### config.mk
export PLATFORM = sky130hd
export DESIGN_NAME = ratio_fifo
export DESIGN_NICKNAME = d
export VERILOG_FILES = /design/src/rtl/fifo_pkg.sv /design/src/rtl/simple_dual_port_dist_ram.sv /design/src/rtl/ratio_fifo.sv
export SDC_FILE = /design/constraint.sdc
export NUM_CORES = 1
export LEC_CHECK = 0
export BUFFER_PORTS_ARGS = -buffer_cell sky130_fd_sc_hd__buf_2
export CAP_MARGIN = 20
export CORE_MARGIN = 1
export CORE_UTILIZATION = 43
export CTS_CLUSTER_SIZE = 12
export DETAILED_ROUTE_END_ITERATION = 6
export PLACE_DENSITY = 0.59
export REMOVE_ABC_BUFFERS = 1
export SYNTH_ARGS = -nofsm -noshare
export SYNTH_HDL_FRONTEND = slang
export SYNTH_HIERARCHICAL = 1
export SYNTH_SLANG_ARGS = --single-unit
### constraint.sdc
create_clock -name clk -period 8.2 [get_ports clk]
set_clock_uncertainty 0.15 [all_clocks]
set_input_delay 0.41 -clock clk [delete_from_list [all_inputs] [get_ports clk]]
set_output_delay 0.41 -clock clk [all_outputs]
set_load 0.005 [all_outputs]
### src/rtl/fifo_pkg.sv
// fifo_pkg: shared sizing helpers for the width-converting FIFO family.
package fifo_pkg;
  function automatic int clog2(input int v);
    int r = 0;
    while ((1 << r) < v) r++;
    return r;
  endfunction
  function automatic int ratio_of(input int iw, input int ow);
    return iw / ow;
  endfunction
  function automatic int count_width(input int depth, input int iw, input int ow);
    return depth + clog2(iw / ow) + 1;
  endfunction
endpackage

### src/rtl/simple_dual_port_dist_ram.sv
// simple_dual_port_dist_ram: one synchronous write port, one asynchronous read port.
module simple_dual_port_dist_ram #(
  parameter int WIDTH = 8,
  parameter int DEPTH = 6
) (
  input  logic             clk,
  input  logic             we_i,
  input  logic [DEPTH-1:0] waddr_i,
  input  logic [WIDTH-1:0] wdata_i,
  input  logic [DEPTH-1:0] raddr_i,
  output logic [WIDTH-1:0] rdata_o
);
  logic [WIDTH-1:0] mem_q [2**DEPTH];
  always_ff @(posedge clk)
    if (we_i) mem_q[waddr_i] <= wdata_i;
  assign rdata_o = mem_q[raddr_i];
endmodule

### src/rtl/ratio_fifo.sv
// ratio_fifo: FWFT FIFO taking IN_WIDTH words and emitting RATIO OUT_WIDTH sub-words each,
// with exact output-word occupancy, sticky overflow/underflow and synchronous flush.
module ratio_fifo
  import fifo_pkg::*;
#(
  parameter int IN_WIDTH           = 8,
  parameter int OUT_WIDTH          = 4,
  parameter int DEPTH              = 6,
  parameter int ALMOST_EMPTY_COUNT = 1,
  parameter int ALMOST_FULL_COUNT  = 1,
  parameter bit LSB_FIRST          = 1
) (
  input  logic                                             clk,
  input  logic                                             rst_n,
  input  logic                                             flush,
  input  logic                                             push,
  input  logic [IN_WIDTH-1:0]                              d,
  input  logic                                             pop,
  output logic [OUT_WIDTH-1:0]                             q,
  output logic                                             empty,
  output logic                                             full,
  output logic [count_width(DEPTH, IN_WIDTH, OUT_WIDTH)-1:0] count,
  output logic                                             almost_empty,
  output logic                                             almost_full,
  output logic                                             overflow,
  output logic                                             underflow
);
  localparam int RATIO = ratio_of(IN_WIDTH, OUT_WIDTH);
  localparam int SW    = clog2(RATIO);
  localparam int CW    = count_width(DEPTH, IN_WIDTH, OUT_WIDTH);
  logic [DEPTH:0]      wr_ptr_q, wr_ptr_d, head, used;
  logic [CW-1:0]       rd_ptr_q, rd_ptr_d;
  logic                ovf_q, ovf_d, unf_q, unf_d, push_ok, pop_ok;
  logic [IN_WIDTH-1:0] rdata;
  // A partially drained head entry still occupies its slot until its last sub-word leaves.
  always_comb begin
    head         = rd_ptr_q[CW-1:SW];
    used         = wr_ptr_q - head;
    count        = (CW'(wr_ptr_q) << SW) - rd_ptr_q;
    empty        = count == '0;
    full         = used == (DEPTH+1)'(2**DEPTH);
    almost_empty = int'(count) <= ALMOST_EMPTY_COUNT;
    almost_full  = (2**DEPTH - int'(used)) <= ALMOST_FULL_COUNT;
    push_ok      = push && !full && !flush;
    pop_ok       = pop && !empty && !flush;
    wr_ptr_d     = flush ? '0 : wr_ptr_q + (DEPTH+1)'(push_ok);
    rd_ptr_d     = flush ? '0 : rd_ptr_q + CW'(pop_ok);
    ovf_d        = !flush && (ovf_q || (push && full));
    unf_d        = !flush && (unf_q || (pop && empty));
  end
  always_ff @(posedge clk or negedge rst_n)
    if (!rst_n) begin
      wr_ptr_q <= '0;
      rd_ptr_q <= '0;
      ovf_q    <= 1'b0;
      unf_q    <= 1'b0;
    end else begin
      wr_ptr_q <= wr_ptr_d;
      rd_ptr_q <= rd_ptr_d;
      ovf_q    <= ovf_d;
      unf_q    <= unf_d;
    end
  assign overflow  = ovf_q;
  assign underflow = unf_q;
  simple_dual_port_dist_ram #(.WIDTH(IN_WIDTH), .DEPTH(DEPTH)) u_ram (
    .clk     (clk),
    .we_i    (push_ok),
    .waddr_i (wr_ptr_q[DEPTH-1:0]),
    .wdata_i (d),
    .raddr_i (head[DEPTH-1:0]),
    .rdata_o (rdata)
  );
  if (RATIO == 1) begin : g_direct
    assign q = rdata;
  end else begin : g_mux
    logic [SW-1:0] sel;
    assign sel = LSB_FIRST ? rd_ptr_q[SW-1:0] : SW'(RATIO-1) - rd_ptr_q[SW-1:0];
    assign q   = rdata[sel*OUT_WIDTH +: OUT_WIDTH];
  end
endmodule
* Word-level counts from Yosys, hierarchy flattened
Memories as Yosys holds them, arrays and structs flattened.
Cells that the tools add are included.
** Storage, ports and cells
- Output and inout port bits :: 18
- RAM bits :: 512
- ROM bits :: 0
- Word-level logic and storage cells :: 32
- Latch bits :: 0
- Flip-flop bits (word level) :: 17
- Memories :: 1
- Input port bits :: 13
** Cells by class
- Shift-type cells :: 1
- Equality and inequality tests :: 1
- $add $sub $neg :: 5
- Bitwise logic cells :: 0
- Div/mod/pow operators :: 0
- $mul :: 0
- Magnitude comparators :: 2
- Mux-type cells :: 4
- Reductions and logical operators :: 14
** Memories
- u_ram.mem_q :: words 64, width 8, read ports 1, clocked after Yosys merged registers in 0, wr ports 1, RTL line simple_dual_port_dist_ram.sv:13 : logic [WIDTH-1:0] mem_q [2**DEPTH];
** Operators with widths (number)
- adder 8 x 1 -> 8 bit :: 1
- less-or-equal comparator 8 x 1 -> 1 bit (second input constant) :: 1
- less-or-equal comparator 8 x 2 -> 1 bit (second input constant) :: 1
- logical AND 1 bit :: 8
- logical NOT 8 bit :: 1
- two-way mux 8 bit :: 1
- indexed part select 8 x 4 -> 4 bit :: 1
- subtractor 7 x 7 -> 8 bit (first input constant) :: 1
- subtractor 8 bit :: 1
- adder 7 x 1 -> 7 bit :: 1
- == test 7 bit (second input constant) :: 1
- two-way mux 7 bit :: 1
- subtractor 7 bit :: 1
- logical NOT 1 bit :: 3
- logical OR 1 bit :: 2
- two-way mux 1 bit :: 2

* Logic depth before layout (Yosys ltp)
- Depth after elaboration :: 7
- Gate-level depth with buffers :: 14
- Mapped depth without buffers :: 14

* Modules after synthesis
The synthesis kept the hierarchy.
** Modules (own cells, without submodules)
- simple_dual_port_dist_ram :: cells each 932, area each 20006.7 um2, times used 1
- ratio_fifo :: cells each 166, area each 1460.2 um2, times used 1

* Worst setup path after synthesis
Ideal clock, no wire load.
- Path kind :: register -> register
- Start :: register wr_ptr_q[0]
- End :: memory u_ram.mem_q[62][0] (enable)
- Library setup time :: 0.370 ns
- Required time :: 7.680 ns
- Clock period less this slack :: 3.473 ns
- Stages on the path, launching flop included :: 13
- Arrival time :: 2.953 ns
- Setup slack :: 4.727 ns
- Cells stage by stage :: dfrtp_1 > inv_1 > ha_1 > inv_1 > fa_1 > xor2_1 > nor4b_2 > mux2i_1 > nor4_1 > nor2_1 > nor2b_1 > nand3_1 > nor2_1
** On the way
- Word-level cells in the longest chain between the ends :: 7
** Ends and longest elaborated chain
- from (decl) :: RTL line ratio_fifo.sv:31 : logic [DEPTH:0] wr_ptr_q, wr_ptr_d, head, used;
- from (signal assigned) :: RTL line ratio_fifo.sv:58 : wr_ptr_q <= wr_ptr_d;
- subtractor 7 bit :: RTL line ratio_fifo.sv:38 : used = wr_ptr_q - head;
- == test 7 bit :: RTL line ratio_fifo.sv:41 : full = used == (DEPTH+1)'(2**DEPTH);
- via full :: RTL line ratio_fifo.sv:21 : output logic full,
- logical NOT 1 bit :: RTL line ratio_fifo.sv:44 : push_ok = push && !full && !flush;
- logical AND 1 bit (2 in series) :: RTL line ratio_fifo.sv:44
- via push_ok :: RTL line ratio_fifo.sv:33 : logic ovf_q, ovf_d, unf_q, unf_d, push_ok, pop_ok;
- two-way mux 1 bit :: RTL line simple_dual_port_dist_ram.sv:15 : if (we_i) mem_q[waddr_i] <= wdata_i;
- two-way mux 1 bit (implied by the code) :: RTL line simple_dual_port_dist_ram.sv:15
- to (decl) :: RTL line simple_dual_port_dist_ram.sv:13
The timed path passes the listed nets, and every way through them passes these cells.

* Final worst setup path
- Start :: register rd_ptr_q[1]
- End :: output port q[2]
** On the way
- Word-level cells in the longest chain between the ends :: 2
** Ends and longest elaborated chain
- from (decl) :: RTL line ratio_fifo.sv:32 : logic [CW-1:0] rd_ptr_q, rd_ptr_d;
- from (signal assigned) :: RTL line ratio_fifo.sv:59 : rd_ptr_q <= rd_ptr_d;
- memory (64 x 8 bit)
- via rdata[6] :: RTL line ratio_fifo.sv:34 : logic [IN_WIDTH-1:0] rdata;
- indexed part select 8 x 4 -> 4 bit :: RTL line ratio_fifo.sv:78 : assign q = rdata[sel*OUT_WIDTH +: OUT_WIDTH];
- to (decl) :: RTL line ratio_fifo.sv:19 : output logic [OUT_WIDTH-1:0] q,
The timed path passes the listed nets, and every way through them passes these cells.

==> flow_metrics.py <==
metrics = {
    "synth": {
        "synth_compound_gate_area_share_pct": 2.82,
        "post_synth_mux_area_share_pct": 15.2,
        "avgSynthCellArea_sq_um": 19.6,
        "synth_largest_type_area_fraction_pct": 71.6,
        "dominantRegCellSynth": "sky130_fd_sc_hd__edfxtp_1",
        "synth-edff-count": 512,
        "synthCells": 1098,
        "synth.yosys.warnings": 6,
        "synthAdderAreaFrac_pct": 0.944,
        "main_combinational_cell_family_by_area_after_synthesis": "multiplexers",
        "total_standard_cell_area_after_synthesis_sq_um": 21500,
        "synth.area.top_cells": "sky130_fd_sc_hd__edfxtp_1 72%, sky130_fd_sc_hd__mux4_2 13%, sky130_fd_sc_hd__dfrtp_1 2.0%",
        "post_synth_num_cell_types": 54,
        "synth-seq-area-share_pct": 73.6,
        "synth_seq_cells": 529,
        "synth-xor-area-share_pct": 0.857,
        "synth_top_area_cell": "sky130_fd_sc_hd__edfxtp_1",
        "yosys.area_share.simple_pct": 4.58,
        "async_reset_ff_share_pct": 3.21,
    },
    "setup_path": {
        "crit_top_cell": "sky130_fd_sc_hd__mux2_2",
        "critical-path-slowest-cell": "sky130_fd_sc_hd__dfrtp_4",
        "critPathLaunchType": "register",
        "worst_ep_required_time_ps": 7640,
        "timing.critical_path.cells": "buf_12 > mux4_2 > mux2_2 > o221a_2 > nor3_1 > o32ai_1 > mux2_2 > buf_2",
        "crit_path_max_fanout": 95,
        "critical_path.max_stage_delay_ps": 990,
        "worst_ep_arrival_time_ps": 4540,
        "end_kind": "primary output",
        "setup.worst_path.class": "reg -> out",
    },
    "cells_and_area": {
        "syn2layout_area_growth_pct": 11.2,
        "layout_commonest_cell": "sky130_fd_sc_hd__edfxtp_1",
        "layout_cells_sized_above_1_pct": 22.6,
        "commonest_non_fill_non_tap_cells_in_the_layout": "512 x sky130_fd_sc_hd__edfxtp_1, 126 x sky130_fd_sc_hd__mux4_2, 101 x sky130_fd_sc_hd__nor2_1",
        "finished_cell_area_sq_um": 23900,
        "nets": 1178,
        "diodes": 0,
        "filler_cell_count": 4084,
    },
    "timing": {
        "layout_worst_path_cycle_share_pct": 62.1,
        "finalSetupTns_ps": 0,
        "finalCriticalPeriod_ps": 5100,
        "worstMarginPinSlew_ps": 943,
        "max_freq_ghz": 0.196,
        "hold_viol_final": 0,
        "setup_violation_total_in_the_final_timing_report": 0,
        "report.final.slew_viol_count": 0,
        "timing.final.ws_setup_ps": 3100,
        "rsz_0062_raised_after_global_routing": "no",
        "worst_slew_margin_rel_pct": 36.9,
    },
    "detailed_routing": {
        "post_drt_wl_per_cell_um": 26.0,
        "detail_route.wirelength_um": 48100,
        "route.antenna.remaining_nets": 0,
        "drtPass1Iterations": 7,
        "detail_route.iter0.violations": 899,
        "vias": 10600,
        "viasPerCell": 5.73,
        "post-route-drc-count": 0,
    },
    "floorplanning": {
        "core_area_sq_um": 49100,
        "die_area_sq_um": 50800,
        "die-height_um": 225,
        "initial_standard_cell_utilization_of_the_core_pct": 43.8,
        "die_x_um": 225,
        "row_count": 81,
        "floorplan.io_pins": 31,
    },
    "placed_design": {
        "place_hpwl_um": 27800,
        "gp_congestion": 0.800,
        "postPlaceCellArea_sq_um": 22300,
        "pre_cts_slack_ps": 3080,
        "io_buffer_count": 30,
    },
    "pwr": {
        "powerDensity_nw_per_um2": 229,
        "p_leak_nw": 7.26,
        "vdd_ir_drop_max_mv": 0.129,
    },
    "outcome": {
        "status": "complete, no violations",
    },
    "global_route": {
        "grt_pass1_vias": 10800,
        "grt_max_degree": 96,
        "all_layer_global_routing_usage_pct": 19.8,
        "gr-total-overflow": 0,
        "grt_pass1_wl_um": 72600,
        "antenna_violations_before_repair": 0,
    },
    "cts": {
        "clock_tree_from_tritoncts": "done",
        "clock-root-buffer": "sky130_fd_sc_hd__clkbuf_16",
        "post-cts-setup-buffers": 0,
        "cts_max_level": 2,
        "numClockSinks": 529,
        "cts_buffers": 54,
        "clockBufferDepth": 3,
        "clk_pin_slew_ps": 60,
        "source_to_sink_clock_delay_at_the_later_pin_of_the_worst_skew_pair_ps": 600,
    },
    "hold_path": {
        "timing.hold.worst.class": "in -> reg",
    },
    "job": {
        "max_cap_violations": 0,
    },
}
[final cells by class]
class                           instances  area (sq um)  share of cell area, %
Clock buffer                           73          1480                   6.21
Clock inverter                         17           109                  0.456
Inverter                               20          75.1                  0.314
Multi-Input combinational cell        494          5250                   22.0
Sequential cell                       529         15800                   66.2
Tap cell                              664           831                   3.48
Timing Repair Buffer                   51           322                   1.35
[critical path, delay by kind of cell (launching register included)]
family          cells  cell delay [ps]
compound gates      2              480
buf+inv             2              700
flops               1              990
mux                 3             1230
simple gates        1              340
[path summary, 6_finish.rpt]
path,from,endpoint,slack (ps),cells past startpoint
max,rd_ptr_q[1]$_DFF_PN0_,q[2],3100,8
min,flush,rd_ptr_q[2]$_DFF_PN0_,70,2
max reg2reg,rd_ptr_q[1]$_DFF_PN0_,u_ram/mem_q[8][5]$_DFFE_PP_,3120,11
min reg2reg,underflow$_DFF_PN0_,underflow$_DFF_PN0_,350,2
max in group asynchronous,rst_n,rd_ptr_q[2]$_DFF_PN0_,7430,2
min in group asynchronous,rst_n,overflow$_DFF_PN0_,130,2
[where the power goes]
group	leakage [nW]	total, W	switching, W	internal (W)
Sequential	4.83	0.00299	0.0000162	0.00297
Clock	0.774	0.00225	0.000963	0.00128
Combinational	1.65	0.000233	0.000138	0.0000959
Total	7.26	0.00547	0.00112	0.00435
[flip-flops by register name, summed over array words and instances (netlist names)]
name         cells
rd_ptr_q         8
u_ram/mem_q    512
underflow        1
wr_ptr_q         7
overflow         1
[synthesized netlist by cell type (all sizes together) (2+ instances only)]
cell,count
edfxtp,512
mux4,126
nor2,101
buf,37
nand3,26
mux2i,24
nand2,24
inv,20
clkbuf,18
nor2b,18
dfrtp,17
mux2,17
xnor2,15
ha,13
nor3,12
nand2b,11
o221ai,11
o22ai,10
a21oi,9
a211oi,7
a221oi,6
o21ai,6
xor2,6
o2111ai,5
o2bb2ai,5
nor4,4
a22oi,3
and3,3
nand3b,3
nand4,3
o21a,3
a2111oi,2
a31oi,2
fa,2
o221a,2
o32ai,2
o41ai,2
or4,2
[kinds of logic after synthesis]
group                    Yosys count
AO/OA/AOI/OAI                     79
adder cells (fa/ha/maj)           15
multiplexers                     167
XOR/XNOR                          21
buffers and inverters             75
flip-flops                       529
AND/OR/NAND/NOR                  212
[metal layers]
metal | up-vias | share of wire [%] | wire length, um | GRT usage (%)
met4 | 0 | 2.4 | 1170 | 6.45
met5 | - | 0 | 0 | 0
met3 | 57 | 5.8 | 2770 | 2.72
li1 | 4577 | - | - | -
met1 | 5584 | 45 | 21600 | 29.3
met2 | 362 | 47 | 22600 | 30.2
[stage by stage]
step	power (W)	util [%]	hold slack [ps]	instances
6_report	0.00547	48.7	68.6	1848
5_1_grt	0.00564	48.7	60.3	1848
4_1_cts	0.00553	48.7	39.8	1847
3_5_place_dp	0.00328	45.4	227	1754
3_3_place_gp	0.00328	45.4	228	1753
2_1_floorplan	0.00318	-	-35.6	1043
[repair_timing]
item | in CTS | in global routing
hold buffers | 3 | 0
gates resized for setup | 0 | 0
endpoints found under the hold margin | 19 | 0
Note: power is estimated with default switching activity, not from simulation.
